File: src/rtl/seg_scan_3d.sv
// seg_scan_3d: time-multiplexed scanner for a three-digit common-anode 7-segment display.
//
// Latches the decoder's hundreds/tens/units patterns on load_i into a pending buffer and
// commits them to the display shadow only at a frame boundary. A commit is either from
// pending or from a load_i that lands on the boundary cycle. The block then scans units,
// tens and hundreds in turn, with a GUARD-cycle all-off gap at the start of each slot.
//
// Optional feature: define SEG_SCAN_BLANK_EN to blank leading zeros in the hundreds and
// tens digits. Units is never blanked.
//
// Ports:
//   clk       system clock
//   rst_n     asynchronous active-low reset
//   hun_i     hundreds segments {a..g}, active-low
//   ten_i     tens segments {a..g}, active-low
//   uni_i     units segments {a..g}, active-low
//   load_i    one-cycle strobe to capture hun_i/ten_i/uni_i
//   seg_o     shared segment bus {a..g}, active-low, registered
//   an_o      digit enables {hundreds,tens,units}, active-low, registered
//   commit_o  one-cycle pulse the cycle after a boundary that updated the shadow

module seg_scan_3d #(
  parameter int unsigned REFRESH_DIV = 50000,
  parameter int unsigned GUARD       = 16,
  parameter logic [6:0]  ZERO_PAT    = 7'b0000001
) (
  input  logic       clk,
  input  logic       rst_n,
  input  logic [6:0] hun_i,
  input  logic [6:0] ten_i,
  input  logic [6:0] uni_i,
  input  logic       load_i,
  output logic [6:0] seg_o,
  output logic [2:0] an_o,
  output logic       commit_o
);

  localparam int unsigned CntW = (REFRESH_DIV > 1) ? $clog2(REFRESH_DIV) : 1;
  localparam logic [CntW-1:0] CntMax   = CntW'(REFRESH_DIV - 1);
  localparam logic [CntW-1:0] GuardCnt = CntW'(GUARD);

  typedef enum logic [1:0] {
    StUnits = 2'd0,
    StTens  = 2'd1,
    StHuns  = 2'd2
  } idx_e;

  // Shadow/pending layout: {hundreds[20:14], tens[13:7], units[6:0]}.
  logic [20:0]     pending_q, pending_d;
  logic            pend_valid_q, pend_valid_d;
  logic [20:0]     shadow_q, shadow_d;
  logic [CntW-1:0] cnt_q, cnt_d;
  idx_e            idx_q, idx_d;
  logic [6:0]      seg_d;
  logic [2:0]      an_d;
  logic            commit_d;

  logic            slot_end;
  logic            boundary;
  logic            blank_hun;
  logic            blank_ten;

  assign slot_end = (cnt_q == CntMax);
  assign boundary = slot_end && (idx_q == StHuns);

`ifdef SEG_SCAN_BLANK_EN
  assign blank_hun = (shadow_q[20:14] == ZERO_PAT);
  assign blank_ten = blank_hun && (shadow_q[13:7] == ZERO_PAT);
`else
  assign blank_hun = 1'b0;
  assign blank_ten = 1'b0;
`endif

  // State register: scan position plus data buffers.
  always_ff @(posedge clk or negedge rst_n) begin
    if (!rst_n) begin
      cnt_q        <= '0;
      idx_q        <= StUnits;
      pending_q    <= '1;
      pend_valid_q <= 1'b0;
      shadow_q     <= '1;
    end else begin
      cnt_q        <= cnt_d;
      idx_q        <= idx_d;
      pending_q    <= pending_d;
      pend_valid_q <= pend_valid_d;
      shadow_q     <= shadow_d;
    end
  end

  // Next-state: the scan never stalls; buffers only move at load or boundary.
  always_comb begin
    cnt_d        = cnt_q + 1'b1;
    idx_d        = idx_q;
    pending_d    = pending_q;
    pend_valid_d = pend_valid_q;
    shadow_d     = shadow_q;
    commit_d     = 1'b0;

    if (slot_end) begin
      cnt_d = '0;
      case (idx_q)
        StUnits: idx_d = StTens;
        StTens:  idx_d = StHuns;
        default: idx_d = StUnits;
      endcase
    end

    if (boundary) begin
      // A load on the boundary itself is newer than anything pending, so it goes straight in.
      if (load_i) begin
        shadow_d     = {hun_i, ten_i, uni_i};
        pend_valid_d = 1'b0;
        commit_d     = 1'b1;
      end else if (pend_valid_q) begin
        shadow_d     = pending_q;
        pend_valid_d = 1'b0;
        commit_d     = 1'b1;
      end
    end else if (load_i) begin
      pending_d    = {hun_i, ten_i, uni_i};
      pend_valid_d = 1'b1;
    end
  end

  // Output decode from the current scan position; registered below.
  always_comb begin
    logic [6:0] field;
    logic       blank;
    seg_d = 7'h7F;
    an_d  = 3'b111;
    field = shadow_q[6:0];
    blank = 1'b0;
    case (idx_q)
      StTens: begin
        field = shadow_q[13:7];
        blank = blank_ten;
      end
      StHuns: begin
        field = shadow_q[20:14];
        blank = blank_hun;
      end
      default: begin
        field = shadow_q[6:0];
        blank = 1'b0;
      end
    endcase
    if ((cnt_q >= GuardCnt) && !blank) begin
      an_d  = ~(3'b001 << idx_q);
      seg_d = field;
    end
  end

  always_ff @(posedge clk or negedge rst_n) begin
    if (!rst_n) begin
      seg_o    <= 7'h7F;
      an_o     <= 3'b111;
      commit_o <= 1'b0;
    end else begin
      seg_o    <= seg_d;
      an_o     <= an_d;
      commit_o <= commit_d;
    end
  end

endmodule
File: config.mk
export PLATFORM = sky130hd
export DESIGN_NAME = seg_scan_3d
export DESIGN_NICKNAME = d
export VERILOG_FILES = /design/src/rtl/seg_scan_3d.sv
export SDC_FILE = /design/constraint.sdc
export NUM_CORES = 1
export LEC_CHECK = 0
export CAP_MARGIN = 5
export CORE_ASPECT_RATIO = 0.7
export CORE_MARGIN = 3
export CORE_UTILIZATION = 45
export DETAILED_ROUTE_END_ITERATION = 7
export PLACE_DENSITY = 0.66
export SLEW_MARGIN = 20
export SYNTH_ARGS = -nofsm -noshare
export SYNTH_HDL_FRONTEND = slang
export SYNTH_SLANG_ARGS = --single-unit
export TNS_END_PERCENT = 30
File: constraint.sdc
create_clock -name clk -period 2.2 [get_ports clk]
set_input_delay 0.44 -clock clk [delete_from_list [all_inputs] [get_ports clk]]
set_output_delay 0.44 -clock clk [all_outputs]
set_load 0.05 [all_outputs]
==> flow_metrics.py, run 1 <==
metrics = {
    "timing": {
        "relSlewSlack_pct": 54.2,
        "setup_viol": 0,
        "finalCritPeriodShare_pct": 95.7,
        "grt_setup_unrepaired": "no",
        "fin_crit_ps": 2110,
        "fmax_mhz": 475,
        "drv_slew": 0,
        "hold_viol_final": 0,
        "fin_tns_setup_ps": 0,
        "fin_skew_ps": 14.8,
        "tightestPinTransition_ps": 688,
    },
    "floorplanning": {
        "fp.coreArea_mm2": 0.00738,
        "die_w_um": 111,
        "io_pins": 35,
        "die-area_mm2": 0.00879,
        "die_h_um": 79.3,
        "initial_core_util_pct": 46.8,
        "num_rows": 26,
    },
    "critical_path": {
        "cp.required_ps": 1760,
        "cp_cell_sequence": "clkdlybuf4s50_1",
        "path_class": "reg -> out",
        "cp.arrival_ps": 1670,
        "crit_path_max_fanout": 1,
        "end_kind": "primary output",
        "start_kind": "register",
        "cp_num_buf_inv": 1,
        "critPathMaxStageDelay_ps": 790,
        "slowest_stage": "clkdlybuf4s50_1",
        "crit_family": "buffers and inverters",
    },
    "routing": {
        "num_vias": 2262,
        "drtIter0Drc": 147,
        "first_pass_iters": 4,
        "ant_nets": 0,
        "drc": 0,
        "wl_per_cell_um": 15.8,
        "routed_wl_mm": 6.78,
        "vias_per_cell": 5.27,
    },
    "logic_synthesis": {
        "synth-main-ff-cell": "dfstp_2",
        "synth_top_area_share_pct": 39.5,
        "yosys-top-cells-area": "dfstp_2, dfrtp_1, mux2_4",
        "synth_area_mm2": 0.00346,
        "syn-num-nets": 324,
        "synthArstFlopShare_pct": 100,
        "syn_inst": 293,
        "seq_area_frac_synth_pct": 54.0,
        "synth_seq_cells": 72,
        "synth_edf_count": 0,
        "synthDistinctLibCells": 33,
        "synth_top_area_cell": "dfstp_2",
        "avgSynthCellArea_um2": 11.8,
        "yosys_warnings": 0,
    },
    "power_and_ir_drop": {
        "combPwrFrac_pct": 7.3,
        "p_leak_nw": 1.73,
        "cellPowerDensity_mw_per_mm2": 698,
        "total_power_w": 0.00288,
        "swShare_pct": 20.7,
        "switchingPower_w": 0.000596,
        "ir_worst_vdd_v": 0.000356,
        "seq_power_share_pct": 49.1,
        "power.share.clock_pct": 43.7,
        "p_int_w": 0.00228,
    },
    "cells_and_area": {
        "layout.cells.non_filler": 429,
        "design_area_mm2": 0.00413,
        "layout_commonest_cell": "dfstp_2",
        "layout-drive-gt1-share_pct": 31.4,
        "mostFrequentLayoutCells": "dfstp_2, clkdlybuf4s50_1, o21ai_0",
        "area_growth_pct": 19.3,
        "num_antenna_cells": 0,
        "finalNetCount": 357,
        "final_core_util_pct": 55.9,
    },
    "outcome": {
        "status": "finished clean",
    },
    "clock_network": {
        "clock_latency_ps": 350,
        "cts.clk_slew.worst_paths_ps": 80,
        "hold_buffers": 0,
        "cts_buffers": 9,
        "cts_root_buffer": "clkbuf_8",
        "cts-htree-levels": 3,
        "post_cts_buffers": 0,
        "cts_resized": 0,
        "cts_tree": "yes",
        "clock_path_buffers": 2,
        "clkSinkCount": 72,
    },
    "hold_path": {
        "holdCritPathClass": "in -> async",
    },
    "global_route": {
        "grt_start_max_net_pins": 73,
        "overflow": 0,
        "globalRouteTotalUtil_pct": 16.9,
        "antenna_found_initial": 0,
        "grt_pass1_vias": 2283,
        "grt_first_pass_wirelength_mm": 11.6,
    },
    "place": {
        "hpwl_mm": 4.59,
        "port_buffers": 34,
        "dpl_cell_area_mm2": 0.00388,
        "dp_cells": 413,
        "place_congestion": 0.844,
    },
    "flow_run": {
        "drv_cap": 0,
    },
}
area by class of cell:
cell class	instances	area, µm²
fillers	645	3260
flip-flops and latches	72	1870
multi-input cells	195	1450
repair buffers	42	420
clock buffers	12	176
well taps	98	123
clock inverters	4	71.3
inverters	6	22.5
kinds of logic after synthesis:
group | Yosys count | synth area share, %
AND/OR/NAND/NOR | 71 | 10.9
AO/OA/AOI/OAI | 61 | 9.73
XOR/XNOR | 13 | 3.29
buffers and inverters | 26 | 4.23
adder cells (fa/ha/maj) | 7 | 2.53
multiplexers | 43 | 15.4
flip-flops | 72 | 54.0
sequential cells by signal, indices dropped and copies added, names as in the netlist:
signal        count
an_o              3
cnt_q            16
commit_o          1
idx_q             2
pend_valid_q      1
pending_q        21
seg_o             7
shadow_q         21
worst paths after layout:
check	from	to	slack, ps	cells after the start
worst min register to register	shadow_q[1]	shadow_q[1]	490	2
max in group asynchronous	rst_n	pending_q[14]	1740	2
worst min-delay path	rst_n	idx_q[0]	120	2
worst max register to register	cnt_q[12]	pending_q[0]	280	5
min in group clk	shadow_q[1]	shadow_q[1]	490	2
worst max-delay path	seg_o[5]	seg_o[5]	90	1
synthesized netlist by cell type (4+ instances only):
master and instances:
buf_2 5, nor3_1 4, nor2_1 13, a22oi_1 7, mux2_4 20, nand2_1 24, clkbuf_1 10, mux2i_1 22
xnor2_1 7, nand3_1 11, o21ai_0 31, xor2_1 6, inv_1 6, o21ai_1 21, dfstp_2 52, ha_1 7
nand4_1 4, dfrtp_1 20
power groups by stage:
stage	Combinational, W	Sequential (W)	Clock [W]
after floorplan	0.000121	0.00143	0
after global placement	0.000211	0.00143	0
after detailed placement	0.000212	0.00143	0
after CTS	0.000213	0.00141	0.00129
after global routing	0.000230	0.00142	0.00134
final	0.000209	0.00141	0.00126
routing by layer:
layer	GRT usage [%]	share of wire [%]	vias to the layer above
met3	5.18	5.7	5
met1	25.4	53	1107
met4	6.27	0.94	0
met5	0	0	-
met2	22.7	40	57
li1	-	-	1093
through the flow:
stage	setup slack, ps	hold slack, ps
6_report	94.5	123
2_1_floorplan	425	144
3_5_place_dp	210	480
4_1_cts	73.4	123
5_1_grt	57.5	131
3_3_place_gp	236	471
No activity file was read; power rests on OpenSTA's default activity.
==> inputs of run 2 (changes only) <==
Settings changed: CORE_MARGIN 3 to 8.
==> run 2 against run 1 <==
  * Sequential cell count stayed put
  * First-iteration DRC count is 12% higher
  * Combinational power up 2%
  * Clock skew decreased by 7.5 ps
  * Register-to-register slack lost 60 ps
  * Core utilization rose by 0.068 points
  * Clock power hardly changed
  * Final area rose by 0.12%
  * Die area increased by 23%
  * Via count increased by 0.66%
  * Sequential share of layout area is 0.055 points lower
  * Non-clock buffer count rose by 1
  * Largest cell class unchanged
  * Largest power group unchanged
==> flow_metrics.py, run 2 (synthesis gave the netlist of run 1 again) <==
metrics = {
    "outcome": {
        "status": "finished clean",
    },
    "global_route": {
        "grt-busiest-layer": "met1",
        "grt_start_max_net_pins": 62,
        "grt_pass1_vias": 2246,
        "grt_first_pass_wirelength_mm": 11.7,
        "antenna_found_initial": 0,
        "met1_usage_pct": 20.5,
        "overflow": 0,
        "globalRouteTotalUtil_pct": 14.0,
        "grtUsageMet2_pct": 18.8,
        "met3_usage_pct": 4.23,
    },
    "cells_and_area": {
        "area_growth_pct": 19.4,
        "num_antenna_cells": 0,
        "finalNetCount": 358,
        "layout-drive-gt1-share_pct": 31.3,
        "reg_top3": "pending_q (21), shadow_q (21), cnt_q (16)",
        "final_core_util_pct": 55.9,
        "design_area_mm2": 0.00413,
        "layout_commonest_cell": "dfstp_2",
        "mostFrequentLayoutCells": "dfstp_2, clkdlybuf4s50_1, o21ai_0",
    },
    "routing": {
        "wl_per_cell_um": 16.8,
        "drtIter0Drc": 165,
        "first_pass_iters": 4,
        "drc": 0,
        "vias_per_cell": 5.30,
        "ant_nets": 0,
        "routed_wl_mm": 7.21,
        "num_vias": 2277,
    },
    "timing": {
        "setup_viol": 0,
        "grt_setup_unrepaired": "no",
        "fin_crit_ps": 2100,
        "tightestPinTransition_ps": 729,
        "fin_skew_ps": 7.33,
        "drv_slew": 0,
        "finalCritPeriodShare_pct": 95.5,
        "hold_viol_final": 0,
        "relSlewSlack_pct": 51.4,
        "fin_tns_setup_ps": 0,
        "fmax_mhz": 476,
    },
    "critical_path": {
        "cp.required_ps": 1760,
        "cp_cell_sequence": "clkdlybuf4s50_1",
        "crit_path_max_fanout": 1,
        "critical_path_depth": 1,
        "critPathMaxStageDelay_ps": 800,
        "path_class": "reg -> out",
        "crit_family": "buffers and inverters",
        "start_kind": "register",
        "cp_num_buf_inv": 1,
        "end_kind": "primary output",
        "slowest_stage": "clkdlybuf4s50_1",
        "cp.arrival_ps": 1660,
        "reg2reg_depth": 5,
    },
    "place": {
        "place_congestion": 0.805,
        "port_buffers": 34,
        "hpwl_mm": 4.77,
        "dpl_cell_area_mm2": 0.00388,
    },
    "power_and_ir_drop": {
        "ir_worst_vdd_v": 0.000318,
        "switchingPower_w": 0.000610,
        "seq_power_share_pct": 49.0,
        "power.share.clock_pct": 43.5,
        "p_int_w": 0.00227,
        "combPwrFrac_pct": 7.4,
        "cellPowerDensity_mw_per_mm2": 698,
        "swShare_pct": 21.2,
        "p_leak_nw": 1.73,
    },
    "floorplanning": {
        "initial_core_util_pct": 46.8,
        "die-area_mm2": 0.0108,
        "num_rows": 26,
        "io_pins": 35,
        "fp.coreArea_mm2": 0.00738,
        "die_w_um": 121,
        "die_h_um": 89.3,
    },
    "hold_path": {
        "holdCritPathClass": "reg -> reg",
        "hold_depth": 2,
    },
    "clock_network": {
        "cts_buffers": 9,
        "clock_path_buffers": 2,
        "clkSinkCount": 72,
        "cts_tree": "yes",
        "cts.clk_slew.worst_paths_ps": 80,
        "cts_root_buffer": "clkbuf_8",
        "cts-htree-levels": 3,
        "cts_resized": 0,
        "clock_latency_ps": 340,
    },
    "flow_run": {
        "drv_cap": 0,
    },
}
==> run 2: changes by cell type in the layout (fill, tap and decap cells not counted) <==
cell,delta
clkinv_4,+2
bufinv_16,+1
clkbuf_8,-2
clkbuf_16,-1
dlygate4sd3_1,+1
==> run 2: area by class of cell <==
type	instances	area, µm²
multi-input combinational	195	1450
inverter	6	22.5
clock inverter	7	119
clock buffer	9	124
timing repair buffer	43	430
tap	98	123
fill	611	3250
sequential	72	1870
==> run 2: layer usage <==
layer / part of all wire [%] / vias to the layer above
met5: 0 / -
met4: 0.68 / 0
met3: 7.4 / 4
met2: 41 / 73
met1: 51 / 1112
li1: - / 1088
==> run 2: path summary, 6_finish.rpt <==
check	startpoint	endpoint	slack [ps]
worst min-delay path	shadow_q[5]	shadow_q[5]	490
worst min register to register	shadow_q[5]	shadow_q[5]	490
max in group asynchronous	rst_n	shadow_q[7]	1030
worst max-delay path	seg_o[5]	seg_o[5]	100
min in group asynchronous	rst_n	cnt_q[3]	520
worst max register to register	cnt_q[12]	pending_q[0]	220
==> run 2: per-stage QoR <==
step	hold slack, ps	power (W)	instances	setup slack [ps]
after CTS	489	0.00291	430	78.5
after floorplan	144	0.00155	293	425
after detailed placement	357	0.00165	413	238
after global routing	515	0.00299	430	45.6
final	487	0.00288	430	99.1
after global placement	344	0.00165	413	241
==> run 2: power by group through the flow <==
stage                     Sequential, W  Combinational [W]  Clock [W]
after floorplan                 0.00143           0.000121          0
after global placement          0.00143           0.000212          0
after detailed placement        0.00143           0.000215          0
after CTS                       0.00141           0.000218    0.00128
after global routing            0.00142           0.000233    0.00134
final                           0.00141           0.000214    0.00126
==> run 2: what timing repair did <==
item                      4_1_cts  5_1_grt
hold buffers                    1        0
hold endpoints to repair       11        0
buffers inserted                0        0
